File: config.mk
export PLATFORM = sky130hd
export DESIGN_NAME = xadc_monitor_ctrl_flat
export DESIGN_NICKNAME = d
export VERILOG_FILES = /design/src/rtl/xadc_mon_pkg.sv /design/src/rtl/xadc_monitor_ctrl_if.sv /design/src/rtl/xadc_mon_chan_avg.sv /design/src/rtl/xadc_monitor_ctrl.sv /design/src/flat_wrapper.sv
export SDC_FILE = /design/constraint.sdc
export NUM_CORES = 1
export LEC_CHECK = 0
export BUFFER_PORTS_ARGS = -buffer_cell sky130_fd_sc_hd__buf_2
export CAP_MARGIN = 25
export CORE_ASPECT_RATIO = 0.8
export CORE_MARGIN = 2
export CORE_UTILIZATION = 45
export DETAILED_ROUTE_END_ITERATION = 8
export GPL_ROUTABILITY_DRIVEN = 0
export MAX_ROUTING_LAYER = met4
export PLACE_DENSITY = 0.7
export SYNTH_ARGS = -nofsm -noshare
export SYNTH_HDL_FRONTEND = slang
export SYNTH_SLANG_ARGS = --single-unit
File: constraint.sdc
create_clock -name clk -period 4.77 [get_ports clk]
set_input_delay 0.477 -clock clk [delete_from_list [all_inputs] [get_ports clk]]
set_output_delay 0.477 -clock clk [all_outputs]
set_load 0.03 [all_outputs]
File: src/rtl/xadc_mon_pkg.sv
// Shared types and constants for the XADC monitor controller.
package xadc_mon_pkg;

    // Controller sequencing states.
    typedef enum logic [2:0] {
        IDLE,
        REQ,
        WAIT,
        ACC,
        CMP
    } state_t;

    localparam int unsigned XADC_CH_W    = 5;
    localparam int unsigned DRP_PAD_W    = 2;
    localparam int unsigned DRP_ADDR_W   = DRP_PAD_W + XADC_CH_W;
    localparam int unsigned DRP_DATA_W   = 16;

    // Readout word layout.
    localparam int unsigned RD_W         = 16;
    localparam int unsigned RD_ALARM_BIT = 15;
    localparam int unsigned RD_VALID_BIT = 14;
    localparam int unsigned RD_AVG_W     = 12;

    typedef struct packed {
        logic                alarm;
        logic                avg_valid;
        logic [1:0]          rsvd;
        logic [RD_AVG_W-1:0] avg;
    } rd_word_t;

endpackage

File: src/rtl/xadc_monitor_ctrl_if.sv
// DRP access and register-readout signals between the monitor and its neighbours.
interface xadc_monitor_ctrl_if
    import xadc_mon_pkg::*;
#(
    parameter int unsigned CH_W = 2
);
    logic                  drp_den;
    logic [DRP_ADDR_W-1:0] drp_daddr;
    logic [DRP_DATA_W-1:0] drp_do;
    logic                  drp_drdy;
    logic                  rd_req;
    logic [CH_W-1:0]       rd_ch;
    logic [RD_W-1:0]       rd_data;
    logic                  rd_valid;

    modport master (
        output drp_den, drp_daddr, rd_data, rd_valid,
        input  drp_do, drp_drdy, rd_req, rd_ch
    );

    modport slave (
        input  drp_den, drp_daddr, rd_data, rd_valid,
        output drp_do, drp_drdy, rd_req, rd_ch
    );

endinterface

File: src/rtl/xadc_mon_chan_avg.sv
// One channel: sample accumulator, block average and hysteresis alarm.
module xadc_mon_chan_avg #(
    parameter int unsigned DATA_W   = 12,
    parameter int unsigned AVG_LOG2 = 2
) (
    input  logic              clk,
    input  logic              reset,
    input  logic              acc_en,
    input  logic              cmp_en,
    input  logic [DATA_W-1:0] sample,
    input  logic [DATA_W-1:0] thr_hi,
    input  logic [DATA_W-1:0] thr_lo,
    output logic [DATA_W-1:0] avg,
    output logic              avg_valid,
    output logic              alarm,
    output logic              full_c
);

    localparam int unsigned ACC_W   = DATA_W + AVG_LOG2;
    localparam int unsigned CNT_W   = (AVG_LOG2 > 0) ? AVG_LOG2 : 1;
    localparam int unsigned CNT_MAX = (1 << AVG_LOG2) - 1;

    logic [ACC_W-1:0] acc_q;
    logic [ACC_W-1:0] sum_c;
    logic [CNT_W-1:0] cnt_q;

    // Sum is sized so a full block of max-code samples cannot overflow.
    assign sum_c  = acc_q + ACC_W'(sample);
    assign full_c = (cnt_q == CNT_W'(CNT_MAX));

    // Accumulate; on the last sample of a block publish the truncated mean.
    always_ff @(posedge clk) begin
        if (reset) begin
            acc_q     <= '0;
            cnt_q     <= '0;
            avg       <= '0;
            avg_valid <= 1'b0;
        end else if (acc_en) begin
            if (full_c) begin
                avg       <= DATA_W'(sum_c >> AVG_LOG2);
                acc_q     <= '0;
                cnt_q     <= '0;
                avg_valid <= 1'b1;
            end else begin
                acc_q <= sum_c;
                cnt_q <= cnt_q + CNT_W'(1);
            end
        end
    end

    // Set above thr_hi, clear below thr_lo, hold in between (set wins).
    always_ff @(posedge clk) begin
        if (reset) begin
            alarm <= 1'b0;
        end else if (cmp_en) begin
            if (avg > thr_hi) begin
                alarm <= 1'b1;
            end else if (avg < thr_lo) begin
                alarm <= 1'b0;
            end
        end
    end

endmodule

File: src/rtl/xadc_monitor_ctrl.sv
// Multi-channel XADC monitor: DRP fetch on EOC, per-channel averaging, alarms, readout.
module xadc_monitor_ctrl
    import xadc_mon_pkg::*;
#(
    parameter int unsigned N_CH     = 4,
    parameter int unsigned CH_W     = 2,
    parameter int unsigned CH_BASE  = 0,
    parameter int unsigned DATA_W   = 12,
    parameter int unsigned AVG_LOG2 = 2,
    parameter int unsigned TIMEOUT  = 63
) (
    input  logic                 clk,
    input  logic                 reset,
    input  logic                 eoc_in,
    input  logic [XADC_CH_W-1:0] channel_in,
    input  logic [DATA_W-1:0]    thr_hi,
    input  logic [DATA_W-1:0]    thr_lo,
    output logic [N_CH-1:0]      alarm_out,
    output logic                 avg_strobe,
    output logic                 err_timeout,
    output logic                 err_overrun,
    xadc_monitor_ctrl_if.master  bus
);

    localparam int unsigned TMR_W = $clog2(TIMEOUT + 1);

    state_t            state;
    state_t            state_nxt;
    logic [CH_W-1:0]   idx_q;
    logic [TMR_W-1:0]  timer_q;
    logic [DATA_W-1:0] sample_q;
    logic              timeout_c;

    logic [XADC_CH_W:0] ch_diff_c;
    logic               mapped_c;
    logic               start_c;
    logic               full_sel_c;

    logic [DATA_W-1:0] avg_a [N_CH];
    logic [N_CH-1:0]   valid_v;
    logic [N_CH-1:0]   alarm_v;
    logic [N_CH-1:0]   full_v;
    logic [N_CH-1:0]   acc_en_v;
    logic [N_CH-1:0]   cmp_en_v;
    rd_word_t          rd_word_c;

    // Borrow bit of the subtraction flags channels below CH_BASE.
    assign ch_diff_c = {1'b0, channel_in} - (XADC_CH_W + 1)'(CH_BASE);
    assign mapped_c  = !ch_diff_c[XADC_CH_W] && (32'(ch_diff_c[XADC_CH_W-1:0]) < N_CH);
    assign start_c   = (state == IDLE) && eoc_in && mapped_c;

    // A mapped EOC while busy is lost; flagged in the same cycle.
    assign err_overrun = !reset && eoc_in && mapped_c && (state != IDLE);

    // Per-channel strobes and selection of the active channel's block-full flag.
    always_comb begin
        acc_en_v   = '0;
        cmp_en_v   = '0;
        full_sel_c = 1'b0;
        for (int unsigned i = 0; i < N_CH; i++) begin
            if (idx_q == CH_W'(i)) begin
                acc_en_v[i] = (state == ACC);
                cmp_en_v[i] = (state == CMP);
                full_sel_c  = full_v[i];
            end
        end
    end

    // State register.
    always_ff @(posedge clk) begin
        if (reset) begin
            state <= IDLE;
        end else begin
            state <= state_nxt;
        end
    end

    // Next-state logic.
    always_comb begin
        state_nxt = state;
        timeout_c = 1'b0;
        case (state)
            IDLE: begin
                if (start_c) begin
                    state_nxt = REQ;
                end
            end
            REQ: begin
                state_nxt = WAIT;
            end
            WAIT: begin
                if (bus.drp_drdy) begin
                    state_nxt = ACC;
                end else if (timer_q == TMR_W'(TIMEOUT - 1)) begin
                    timeout_c = 1'b1;
                    state_nxt = IDLE;
                end
            end
            ACC: begin
                state_nxt = full_sel_c ? CMP : IDLE;
            end
            CMP: begin
                state_nxt = IDLE;
            end
            default: begin
                state_nxt = IDLE;
            end
        endcase
    end

    // Channel latch, DRP request, wait timer, sample capture and status pulses.
    always_ff @(posedge clk) begin
        if (reset) begin
            idx_q         <= '0;
            timer_q       <= '0;
            sample_q      <= '0;
            bus.drp_den   <= 1'b0;
            bus.drp_daddr <= '0;
            avg_strobe    <= 1'b0;
            err_timeout   <= 1'b0;
        end else begin
            bus.drp_den <= start_c;
            avg_strobe  <= (state == WAIT) && bus.drp_drdy && full_sel_c;
            err_timeout <= timeout_c;
            if (start_c) begin
                idx_q         <= CH_W'(ch_diff_c[XADC_CH_W-1:0]);
                bus.drp_daddr <= {DRP_PAD_W'(0), channel_in};
            end
            if (state == REQ) begin
                timer_q <= '0;
            end else if (state == WAIT) begin
                timer_q <= timer_q + TMR_W'(1);
            end
            if ((state == WAIT) && bus.drp_drdy) begin
                sample_q <= bus.drp_do[DRP_DATA_W-1 -: DATA_W];
            end
        end
    end

    generate
        if (DATA_W < DRP_DATA_W) begin : g_drp_low
            logic unused_drp_low;
            assign unused_drp_low = ^bus.drp_do[DRP_DATA_W-1-DATA_W:0];
        end
    endgenerate

    for (genvar g = 0; g < N_CH; g++) begin : g_chan
        xadc_mon_chan_avg #(
            .DATA_W   (DATA_W),
            .AVG_LOG2 (AVG_LOG2)
        ) u_chan (
            .clk       (clk),
            .reset     (reset),
            .acc_en    (acc_en_v[g]),
            .cmp_en    (cmp_en_v[g]),
            .sample    (sample_q),
            .thr_hi    (thr_hi),
            .thr_lo    (thr_lo),
            .avg       (avg_a[g]),
            .avg_valid (valid_v[g]),
            .alarm     (alarm_v[g]),
            .full_c    (full_v[g])
        );
    end

    assign alarm_out = alarm_v;

    // Readout word mux; out-of-range indices read as zero.
    always_comb begin
        rd_word_c = '0;
        for (int unsigned i = 0; i < N_CH; i++) begin
            if (32'(bus.rd_ch) == i) begin
                rd_word_c.alarm     = alarm_v[i];
                rd_word_c.avg_valid = valid_v[i];
                rd_word_c.avg       = RD_AVG_W'(avg_a[i]);
            end
        end
    end

    // Registered readout, one cycle after the request.
    always_ff @(posedge clk) begin
        if (reset) begin
            bus.rd_data  <= '0;
            bus.rd_valid <= 1'b0;
        end else begin
            bus.rd_valid <= bus.rd_req;
            if (bus.rd_req) begin
                bus.rd_data <= rd_word_c;
            end
        end
    end

endmodule
File: src/flat_wrapper.sv
// flat-port wrapper written by rule: the top's interface ports become plain ports
module xadc_monitor_ctrl_flat import xadc_mon_pkg::*;
#(
    parameter int unsigned N_CH     = 4,
    parameter int unsigned CH_W     = 2,
    parameter int unsigned CH_BASE  = 0,
    parameter int unsigned DATA_W   = 12,
    parameter int unsigned AVG_LOG2 = 2,
    parameter int unsigned TIMEOUT  = 63
)
  (clk, reset, eoc_in, channel_in, thr_hi, thr_lo, alarm_out, avg_strobe, err_timeout, err_overrun, bus_drp_den, bus_drp_daddr, bus_rd_data, bus_rd_valid, bus_drp_do, bus_drp_drdy, bus_rd_req, bus_rd_ch);
  xadc_monitor_ctrl_if #(.CH_W(CH_W)) bus_i ();
  input  logic clk;
  input  logic reset;
  input  logic eoc_in;
  input  logic [XADC_CH_W-1:0] channel_in;
  input  logic [DATA_W-1:0] thr_hi;
  input  logic [DATA_W-1:0] thr_lo;
  output logic [N_CH-1:0] alarm_out;
  output logic avg_strobe;
  output logic err_timeout;
  output logic err_overrun;
  output wire logic [$bits(bus_i.drp_den)-1:0] bus_drp_den;
  output wire logic [$bits(bus_i.drp_daddr)-1:0] bus_drp_daddr;
  output wire logic [$bits(bus_i.rd_data)-1:0] bus_rd_data;
  output wire logic [$bits(bus_i.rd_valid)-1:0] bus_rd_valid;
  input wire logic [$bits(bus_i.drp_do)-1:0] bus_drp_do;
  input wire logic [$bits(bus_i.drp_drdy)-1:0] bus_drp_drdy;
  input wire logic [$bits(bus_i.rd_req)-1:0] bus_rd_req;
  input wire logic [$bits(bus_i.rd_ch)-1:0] bus_rd_ch;
  assign bus_drp_den = bus_i.drp_den;
  assign bus_drp_daddr = bus_i.drp_daddr;
  assign bus_rd_data = bus_i.rd_data;
  assign bus_rd_valid = bus_i.rd_valid;
  assign bus_i.drp_do = bus_drp_do;
  assign bus_i.drp_drdy = bus_drp_drdy;
  assign bus_i.rd_req = bus_rd_req;
  assign bus_i.rd_ch = bus_rd_ch;
  xadc_monitor_ctrl #(.N_CH(N_CH), .CH_W(CH_W), .CH_BASE(CH_BASE), .DATA_W(DATA_W), .AVG_LOG2(AVG_LOG2), .TIMEOUT(TIMEOUT)) u_core (.clk(clk), .reset(reset), .eoc_in(eoc_in), .channel_in(channel_in), .thr_hi(thr_hi), .thr_lo(thr_lo), .alarm_out(alarm_out), .avg_strobe(avg_strobe), .err_timeout(err_timeout), .err_overrun(err_overrun), .bus(bus_i));
endmodule
==> impl_metrics.yaml <==
grt:
  grtUsageMet2: 0.359
  gr-usage-met1: 0.351
  grt_max_degree: 117
  grt_first_pass_wirelength_mm: 46.6
  antenna_found_initial: 0
  grt_use_met3: 0.0537
  track_usage: 0.249
  grt_overflow: 0
  grt.busiest_layer: "met2"
  grt_pass1_vias: 8522
clock_tree:
  cts_buffer_depth: 2
  tritoncts: "done"
  cts_sinks: 164
  clockRootBuffer: "clkbuf_16"
  ctsHoldBuffers: 0
  htree_levels: 4
  cts_resized: 0
  cts_setup_buffers: 0
  clkLatencyLatePin_ns: 0.45
  numCtsBuffers: 17
  path_clk_slew_ns: 0.07
detailed_routing:
  route.detailed.drc: 0
  drtPass1Iterations: 7
  ant_nets: 0
  vias: 9259
  vias_per_cell: 5.81
  wl_mm: 28.8
  drtIter0Drc: 869
  wl_per_cell_um: 18.1
synth:
  ys_types: 63
  netlist_instances: 1235
  netlist.area_leader.share: 0.313
  synth_warnings: 0
  post_synth_most_frequent_cells: "dfxtp_1 (164), ha_1 (146), nand2_1 (138)"
  syn_area_um2: 10500
  synth_most_common_cell: "dfxtp_1"
  synth_ff_type: "dfxtp_1"
  yosysSeqAreaShare: 0.313
  synth_top_cells_by_area: "dfxtp_1 (31%), ha_1 (17%), a21oi_1 (6.0%), nand2_1 (4.9%), nor2_1 (4.6%)"
  syn_area_per_cell_um2: 8.48
  ys_seq_elements: 164
  async_flop_share: 0
  yosysTopAreaCell: "dfxtp_1"
  synth-edff-count: 0
sta:
  final.setup_skew_ns: 0.0172
  worstMarginPinSlew_ns: 0.971
  fin_crit_ns: 2.85
  hold_viol: 0
  slew_headroom: 0.350
  finalHoldWorstSlack_ns: 0.271
  max_freq_ghz: 0.351
  final_max_slew_viol_count: 0
  tns_ns: 0
  rsz0062_at_grt: "no"
  setup_viol: 0
  post-route-period-util: 0.597
placement:
  hpwl_mm: 21.8
  port_buffers: 75
pwr:
  cellLeakagePower_nw: 5.25
  ir_drop_mv: 0.206
  power.total_mw: 2.88
  power-per-cell-area_nw_per_um2: 249
setup_path:
  critPathMaxFanout: 23
  end_kind: "flop"
  crit_type: "flop to flop"
  worst_ep_required_time_ns: 5.14
  critPathLaunchType: "flop"
  arrival_ns: 3.22
flow_run:
  max-cap-violations: 0
layout:
  diodes: 0
  syn_to_final_growth_pct: 10.6
  drive_gt1_frac: 0.103
  layout.nets: 1478
hold_path:
  hp-class: "primary input to flop"
floorplan:
  die_y_um: 140
  design.portCount: 84
  start_util: 0.462
  fp.dieArea_um2: 24500
  coreArea_um2: 22700
  die_w_um: 175
  rows: 49
status:
  status: "finished, final reports clean"
==> layer usage <==
layer,up-vias,wire length [µm]
met3,47,2040
met5,-,0
met4,0,575
li1,4531,-
met1,4374,14200
met2,307,12000
==> sequential cells by signal (all words and copies together), names as in the netlist <==
register,cells
u_core.g_chan.u_chan.cnt_q,8
u_core.g_chan.u_chan.avg_valid,4
u_core.bus.rd_valid,1
u_core.timer_q,6
u_core.idx_q,1
u_core.bus.rd_data,14
u_core.bus.drp_daddr,4
u_core.g_chan.u_chan.acc_q,56
u_core.avg_strobe,1
u_core.g_chan.u_chan.alarm,4
u_core.sample_q,12
u_core.state,3
u_core.bus.drp_den,1
u_core.err_timeout,1
u_core.g_chan.u_chan.avg,48
==> cell usage in the layout (no fill, tap or decap), types with 4 or more instances in the layout <==
master,count
o41ai_1,4
and3_1,15
nor3_1,26
ha_1,146
buf_4,4
o21ai_0,33
conb_1,4
and4_1,6
xor2_1,14
a22oi_1,29
or3_1,7
o31a_1,4
mux4_2,15
inv_1,52
a211oi_1,20
clkbuf_16,17
a31oi_1,11
nand2_1,138
dfxtp_1,164
o31ai_1,5
o21a_1,11
buf_2,74
o21bai_1,6
nand3_1,23
xnor2_1,32
nor2b_1,15
fa_1,4
a21oi_1,125
nor2_1,129
mux2i_1,16
a21o_1,39
nand4_1,18
nand2b_1,11
nand3b_1,5
==> power breakdown <==
part | switching, mW | internal, mW | total, mW
Combinational | 0.105 | 0.0613 | 0.166
Sequential | 0.0115 | 1.38 | 1.39
Clock | 0.597 | 0.734 | 1.33
==> cells by family after synthesis <==
| family | Yosys count | synth area share |
|---|---|---|
| simple gates | 417 | 0.185 |
| compound gates | 314 | 0.190 |
| flops | 164 | 0.313 |
| fa+ha+maj | 150 | 0.182 |
| buf+inv | 112 | 0.0434 |
| xor+xnor | 46 | 0.0385 |
| mux | 31 | 0.0475 |
| other cells | 1 | 0.000358 |
==> worst paths after layout <==
kind	from	slack (ns)	depth (start not counted)	end
setup / recovery	u_core.idx_q[0]$_SDFFE_PP0P_	1.92	5	u_core.g_chan[1].u_chan.avg[4]$_SDFFE_PP0P_
hold / removal	channel_in[0]	0.27	3	u_core.idx_q[0]$_SDFFE_PP0P_
setup reg to reg	u_core.idx_q[0]$_SDFFE_PP0P_	1.92	5	u_core.g_chan[1].u_chan.avg[4]$_SDFFE_PP0P_
hold reg to reg	u_core.g_chan[0].u_chan.cnt_q[1]$_SDFFE_PP0P_	0.46	2	u_core.g_chan[0].u_chan.cnt_q[1]$_SDFFE_PP0P_
==> critical path, stage by stage (launching register included) <==
cell and delay (ns):
dfxtp_1 0.74, inv_1 0.36, or3_1 0.76, nor2_2 0.58, nand2_1 0.18, a21oi_1 0.15
==> per-stage QoR <==
stage	cells	setup WS [ns]	area, µm²	utilization
global route	1594	1.68	11600	0.511
global placement	1563	2.00	11000	0.486
floorplan	1238	2.38	10500	-
detailed placement	1563	1.95	11000	0.486
CTS	1594	1.94	11600	0.511
finish	1594	1.92	11600	0.511
==> layout make-up <==
| class | count | area, µm² |
|---|---|---|
| clock buffers | 21 | 450 |
| clock inverters | 10 | 101 |
| fillers | 2155 | 11100 |
| inverters | 52 | 195 |
| multi-input cells | 962 | 6750 |
| flip-flops and latches | 164 | 3280 |
| well taps | 306 | 383 |
| repair buffers | 79 | 420 |
(Power assumes the default switching activity.)
